--- config.mk ---
export PLATFORM = sky130hd
export DESIGN_NAME = muldiv_unit_flat
export DESIGN_NICKNAME = d
export VERILOG_FILES = /design/src/rtl/muldiv_unit_if.sv /design/src/rtl/muldiv_unit.sv /design/src/flat_wrapper.sv
export SDC_FILE = /design/constraint.sdc
export NUM_CORES = 2
export LEC_CHECK = 0
export ABC_AREA = 1
export ABC_CLOCK_PERIOD_IN_PS = 14200
export CAP_MARGIN = 25
export CORE_UTILIZATION = 45
export DETAILED_ROUTE_END_ITERATION = 7
export PLACE_DENSITY = 0.67
export SYNTH_ARGS = -nofsm -noshare
export SYNTH_HDL_FRONTEND = slang
export SYNTH_SLANG_ARGS = --single-unit
export TNS_END_PERCENT = 1
--- constraint.sdc ---
create_clock -name clk -period 14.2 [get_ports clk]
set_input_delay 2.84 -clock clk [delete_from_list [all_inputs] [get_ports clk]]
set_output_delay 2.84 -clock clk [all_outputs]
set_load 0.05 [all_outputs]
--- src/rtl/muldiv_unit_if.sv ---
// Handshake/operand bundle between the EX stage and the multiply/divide unit.
interface muldiv_unit_if #(
    parameter int unsigned XLEN = 32
);
    logic            valid_i;
    logic [2:0]      op_i;
    logic [XLEN-1:0] a_i;
    logic [XLEN-1:0] b_i;
    logic            flush_i;
    logic            busy_o;
    logic            done_o;
    logic [XLEN-1:0] result_o;

    modport master (
        output valid_i, op_i, a_i, b_i, flush_i,
        input  busy_o, done_o, result_o
    );

    modport slave (
        input  valid_i, op_i, a_i, b_i, flush_i,
        output busy_o, done_o, result_o
    );
endinterface

--- src/rtl/muldiv_unit.sv ---
// RV32M multiply/divide unit: fixed-latency multiply and radix-2 restoring divide,
// reporting the result in a DONE state that holds until the next accept, flush or reset.
module muldiv_unit #(
    parameter int unsigned XLEN       = 32,
    parameter int unsigned MUL_CYCLES = 4,
    parameter int unsigned DIV_CYCLES = 34
) (
    input logic          clk,
    input logic          start,
    muldiv_unit_if.slave bus
);
    localparam int unsigned   CW       = 6;
    localparam int unsigned   PW       = 2 * XLEN + 2;
    localparam logic [CW-1:0] MUL_LOAD = CW'(MUL_CYCLES - 1);
    localparam logic [CW-1:0] DIV_LOAD = CW'(DIV_CYCLES - 1);
    localparam logic [CW-1:0] ITER_LO  = CW'(DIV_CYCLES - XLEN);

    typedef enum logic [1:0] {IDLE, BUSY, DONE} state_e;

    state_e          state_q, state_d;
    logic [CW-1:0]   cnt_q, cnt_d;
    logic [2:0]      op_q, op_d;
    logic [XLEN-1:0] a_q, a_d;
    logic [XLEN-1:0] b_q, b_d;
    logic [XLEN-1:0] dq_q, dq_d;
    logic [XLEN-1:0] rem_q, rem_d;
    logic [XLEN-1:0] dvs_q, dvs_d;
    logic [XLEN-1:0] result_q, result_d;

    logic            accept;
    logic            div_step;
    logic [XLEN:0]   rem_sh;
    logic [XLEN+1:0] diff;
    logic            ge;
    logic            in_sgn;
    logic [XLEN-1:0] a_mag_in, b_mag_in;
    logic            a_sgn, b_sgn;
    logic [PW-1:0]   a_sx, b_sx, prod;
    logic [XLEN-1:0] mul_res;
    logic            d_sgn, a_neg, b_neg;
    logic [XLEN-1:0] quo, rmd, div_res;

    assign accept   = (state_q != BUSY) && bus.valid_i && !bus.flush_i;
    // Iterations occupy the first XLEN busy cycles; the rest of the window just holds.
    assign div_step = (state_q == BUSY) && op_q[2] && (cnt_q >= ITER_LO);

    assign in_sgn   = ~bus.op_i[0];
    assign a_mag_in = (in_sgn && bus.a_i[XLEN-1]) ? -bus.a_i : bus.a_i;
    assign b_mag_in = (in_sgn && bus.b_i[XLEN-1]) ? -bus.b_i : bus.b_i;

    assign rem_sh = {rem_q, dq_q[XLEN-1]};
    assign diff   = {1'b0, rem_sh} - {2'b00, dvs_q};
    assign ge     = ~diff[XLEN+1];

    assign a_sgn   = op_q[0] ^ op_q[1];
    assign b_sgn   = (op_q[1:0] == 2'b01);
    assign a_sx    = {{(XLEN+2){a_sgn & a_q[XLEN-1]}}, a_q};
    assign b_sx    = {{(XLEN+2){b_sgn & b_q[XLEN-1]}}, b_q};
    assign prod    = a_sx * b_sx;
    assign mul_res = (op_q[1:0] == 2'b00) ? prod[XLEN-1:0] : XLEN'(prod >> XLEN);

    assign d_sgn = ~op_q[0];
    assign a_neg = d_sgn & a_q[XLEN-1];
    assign b_neg = d_sgn & b_q[XLEN-1];

    // Zero divisor bypasses the sign fixup so signed and unsigned agree.
    always_comb begin
        if (b_q == '0) begin
            quo = '1;
            rmd = a_q;
        end else begin
            quo = (a_neg ^ b_neg) ? -dq_q : dq_q;
            rmd = a_neg ? -rem_q : rem_q;
        end
        div_res = op_q[1] ? rmd : quo;
    end

    always_ff @(posedge clk or negedge start) begin
        if (!start) begin
            state_q <= IDLE;
        end else begin
            state_q <= state_d;
        end
    end

    always_comb begin
        state_d = state_q;
        if (bus.flush_i) begin
            state_d = IDLE;
        end else begin
            unique case (state_q)
                IDLE, DONE: if (bus.valid_i) state_d = BUSY;
                BUSY:       if (cnt_q == '0) state_d = DONE;
                default:    state_d = IDLE;
            endcase
        end
    end

    always_comb begin
        bus.busy_o   = (state_q == BUSY);
        bus.done_o   = (state_q == DONE);
        bus.result_o = result_q;
    end

    always_comb begin
        cnt_d    = cnt_q;
        op_d     = op_q;
        a_d      = a_q;
        b_d      = b_q;
        dq_d     = dq_q;
        rem_d    = rem_q;
        dvs_d    = dvs_q;
        result_d = result_q;
        if (bus.flush_i) begin
            cnt_d = '0;
        end else if (accept) begin
            cnt_d = bus.op_i[2] ? DIV_LOAD : MUL_LOAD;
            op_d  = bus.op_i;
            a_d   = bus.a_i;
            b_d   = bus.b_i;
            dq_d  = a_mag_in;
            dvs_d = b_mag_in;
            rem_d = '0;
        end else if (state_q == BUSY) begin
            if (cnt_q != '0) begin
                cnt_d = cnt_q - CW'(1);
            end else begin
                result_d = op_q[2] ? div_res : mul_res;
            end
            if (div_step) begin
                rem_d = ge ? XLEN'(diff) : rem_sh[XLEN-1:0];
                dq_d  = {dq_q[XLEN-2:0], ge};
            end
        end
    end

    always_ff @(posedge clk or negedge start) begin
        if (!start) begin
            cnt_q    <= '0;
            op_q     <= '0;
            a_q      <= '0;
            b_q      <= '0;
            dq_q     <= '0;
            rem_q    <= '0;
            dvs_q    <= '0;
            result_q <= '0;
        end else begin
            cnt_q    <= cnt_d;
            op_q     <= op_d;
            a_q      <= a_d;
            b_q      <= b_d;
            dq_q     <= dq_d;
            rem_q    <= rem_d;
            dvs_q    <= dvs_d;
            result_q <= result_d;
        end
    end
endmodule

--- src/flat_wrapper.sv ---
// flat-port wrapper written by rule: the top's interface ports become plain ports
module muldiv_unit_flat 
#(
    parameter int unsigned XLEN       = 32,
    parameter int unsigned MUL_CYCLES = 4,
    parameter int unsigned DIV_CYCLES = 34
)
  (clk, start, bus_valid_i, bus_op_i, bus_a_i, bus_b_i, bus_flush_i, bus_busy_o, bus_done_o, bus_result_o);
  muldiv_unit_if #(.XLEN(XLEN)) bus_i ();
  input logic clk;
  input logic start;
  input wire logic [$bits(bus_i.valid_i)-1:0] bus_valid_i;
  input wire logic [$bits(bus_i.op_i)-1:0] bus_op_i;
  input wire logic [$bits(bus_i.a_i)-1:0] bus_a_i;
  input wire logic [$bits(bus_i.b_i)-1:0] bus_b_i;
  input wire logic [$bits(bus_i.flush_i)-1:0] bus_flush_i;
  output wire logic [$bits(bus_i.busy_o)-1:0] bus_busy_o;
  output wire logic [$bits(bus_i.done_o)-1:0] bus_done_o;
  output wire logic [$bits(bus_i.result_o)-1:0] bus_result_o;
  assign bus_i.valid_i = bus_valid_i;
  assign bus_i.op_i = bus_op_i;
  assign bus_i.a_i = bus_a_i;
  assign bus_i.b_i = bus_b_i;
  assign bus_i.flush_i = bus_flush_i;
  assign bus_busy_o = bus_i.busy_o;
  assign bus_done_o = bus_i.done_o;
  assign bus_result_o = bus_i.result_o;
  muldiv_unit #(.XLEN(XLEN), .MUL_CYCLES(MUL_CYCLES), .DIV_CYCLES(DIV_CYCLES)) u_core (.clk(clk), .start(start), .bus(bus_i));
endmodule
==> results_dict.tcl <==
set metrics [dict create \
    status "completed" \
    grt_first_pass_wirelength_um 291000 \
    pre_cts_slack_ns 5.04 \
    critPathLaunchType "flop" \
    antenna_found_initial 4 \
    syn_to_final_growth_pct 5.69 \
    muxShareOfSynthArea_pct 0 \
    cts_tree "built" \
    worstPathMaxFanout 30 \
    cts_sinks 202 \
    finalInstanceArea_um2 58700 \
    slew_viol_final 0 \
    h-tree-depth 1 \
    cap_violations 0 \
    synth.avg_cell_area_um2 7.36 \
    max_stage_delay_ns 0.95 \
    grt_max_degree 103 \
    rsz0062_at_grt "false" \
    core_um2 122000 \
    synth_top_area_share_pct 40.6 \
    path_common_cell "fa_1" \
    start_util_pct 45.5 \
    drive_above_1_share_pct 2.75 \
    dp_hpwl_um 151000 \
    synthTopCellsByCount "2123 x nand2_1, 1916 x inv_1, 1126 x fa_1" \
    cts.path.max_buffers 3 \
    synth.top_cells.by_area "fa_1 41%, nand2_1 14%, inv_1 13%, dfrtp_1 9.1%, ha_1 5.7%" \
    finalCriticalPeriod_ns 9.29 \
    yosysTopAreaCell "fa_1" \
    cts_made_buffers 24 \
    clockRootBuffer "clkbuf_16" \
    grt_pass1_vias 50700 \
    synth_simple_gate_area_share_pct 21.7 \
    period_share_pct 65.4 \
    ys_seq_elements 202 \
    ant_nets 0 \
    synth_top_family_by_area "adder cells" \
    overflow 0 \
    drtIter0Drc 3682 \
    final-instance-count-excl-fill 9042 \
    synth_warnings 0 \
    ctsHoldBuffers 0 \
    cts-resized-gates 0 \
    async_reset_ff_share_pct 100 \
    worst_ep_required_time_ns 14.67 \
    regToRegStartpoint "u_core.op_q[1]" \
    synthesis.area_um2 55500 \
    yosysMostFrequentCell "nand2_1" \
    synth-edff-count 0 \
    finalHoldViolCount 0 \
    drc 0 \
    clk_pin_slew_ns 0.07 \
    startpoint "u_core.op_q[1]" \
    path_class "reg -> reg" \
    min_from "u_core.a_q[10]" \
    die_y_um 353 \
    first_pass_iters 8 \
    wl_um 184000 \
    max_freq_mhz 108 \
    viasPerCell 5.30 \
    rows 128 \
    skew_ns 0.0160 \
    worstHoldPathType "reg -> reg" \
    setup_ws_ns 4.91 \
    synth.distinct_cells 57 \
    fillers 12200 \
    synthAdderAreaFrac_pct 46.3 \
    post-cts-setup-buffers 0 \
    critical_path_arrival_ns 9.75 \
    nNetsFinal 8849 \
    wire_per_inst_um 20.3 \
    clkLatencyLatePin_ns 0.58 \
    slowest_stage "fa_1" \
    antenna_cells 0 \
    synth_compound_area_share_pct 6.38 \
    ys_seq_area_share_pct 9.10 \
    io_pins 105 \
    tightest_slew_ns 1.15 \
    synthXorXnorAreaFrac_pct 0.852 \
    die_x_um 353 \
    dp_cells 8998 \
    die_area_um2 125000 \
    setup_viol 0 \
    port_buffers 104 \
    synth-main-ff-cell "dfrtp_1" \
    finalSetupTns_ns 0 \
    max_slew_margin_pct 23.2 \
    syn_inst 7539 \
    grt_usage_pct 30.2 \
    num_vias 48000 \
    placed_cell_area_um2 57800 \
    end_kind "flop" \
    gp_congestion 0.968 \
    synth.net_count 8989 \
]
[worst max-delay path, delay by kind of cell (launching register included)]
family | cells | cell delay (ns)
fa+ha+maj | 10 | 5.45
buf+inv | 8 | 1.49
simple gates | 12 | 1.12
flops | 1 | 0.59
compound gates | 2 | 0.49
[cell families after synthesis]
family	count (synthesis)
compound gates	619
fa+ha+maj	1379
simple gates	2991
xor+xnor	54
flops	202
buf+inv	2294
[through the flow]
stage,hold WS [ns],utilization [%]
6_report,0.471,48.1
5_1_grt,0.506,48.1
4_1_cts,0.476,48.1
3_5_place_dp,0.460,47.4
3_3_place_gp,0.459,47.4
2_1_floorplan,0.453,-
[layer usage]
layer  wire [um]  share of wire (%)  vias to the layer above  track usage [%]
met5           0                  0                        -                0
met4        7840                4.3                        0             11.4
met3       11200                6.1                      376             2.91
met2       88500                 48                     1758             51.5
met1       76000                 41                    24200             39.8
li1            -                  -                    21700                -
[registers in the layout, summed over array words and instances, names as in the netlist]
register,count
u_core.a_q,32
u_core.b_q,31
u_core.bus.result_o,32
u_core.cnt_q,6
u_core.dq_q,32
u_core.dvs_q,32
u_core.op_q,3
u_core.rem_q,32
u_core.state_q,2
[area by class of cell]
cell class                      count  area (um^2)  share of cell area (%)
Clock inverter                     12          164                   0.279
Clock buffer                       32          702                    1.20
Sequential cell                   202         5060                    8.63
Tap cell                         1625         2030                    3.47
Inverter                         1943         7290                    12.4
Timing Repair Buffer              185         1650                    2.82
Multi-Input combinational cell   5043        41800                    71.2
[placed cells by master, fill, tap and decap left out, drive strengths merged, types with 35 or more instances in the layout]
cell,synthesis,final
inv,1940,1944
o21bai,39,39
a21oi,207,207
o21ai,255,255
nor2,451,451
fa,1126,1126
nand2,2130,2130
dfrtp,202,202
nor3,36,36
o211ai,46,46
nand4,49,49
clkdlybuf4s50,0,103
xor2,35,35
ha,253,253
buf,44,82
nand3,296,296
[worst paths after layout]
check	slack [ns]	to	cells past startpoint
max	4.91	u_core.bus.result_o[29]	32
min	0.47	u_core.a_q[10]	2
max reg2reg	4.91	u_core.bus.result_o[29]	32
min reg2reg	0.47	u_core.a_q[10]	2
max in group asynchronous	10.40	u_core.b_q[9]	2
min in group asynchronous	2.34	u_core.dq_q[14]	1
Power is left out: the tool's default activity adds up to more than one toggle a clock period on the data nets, which glitch-free logic cannot reach.
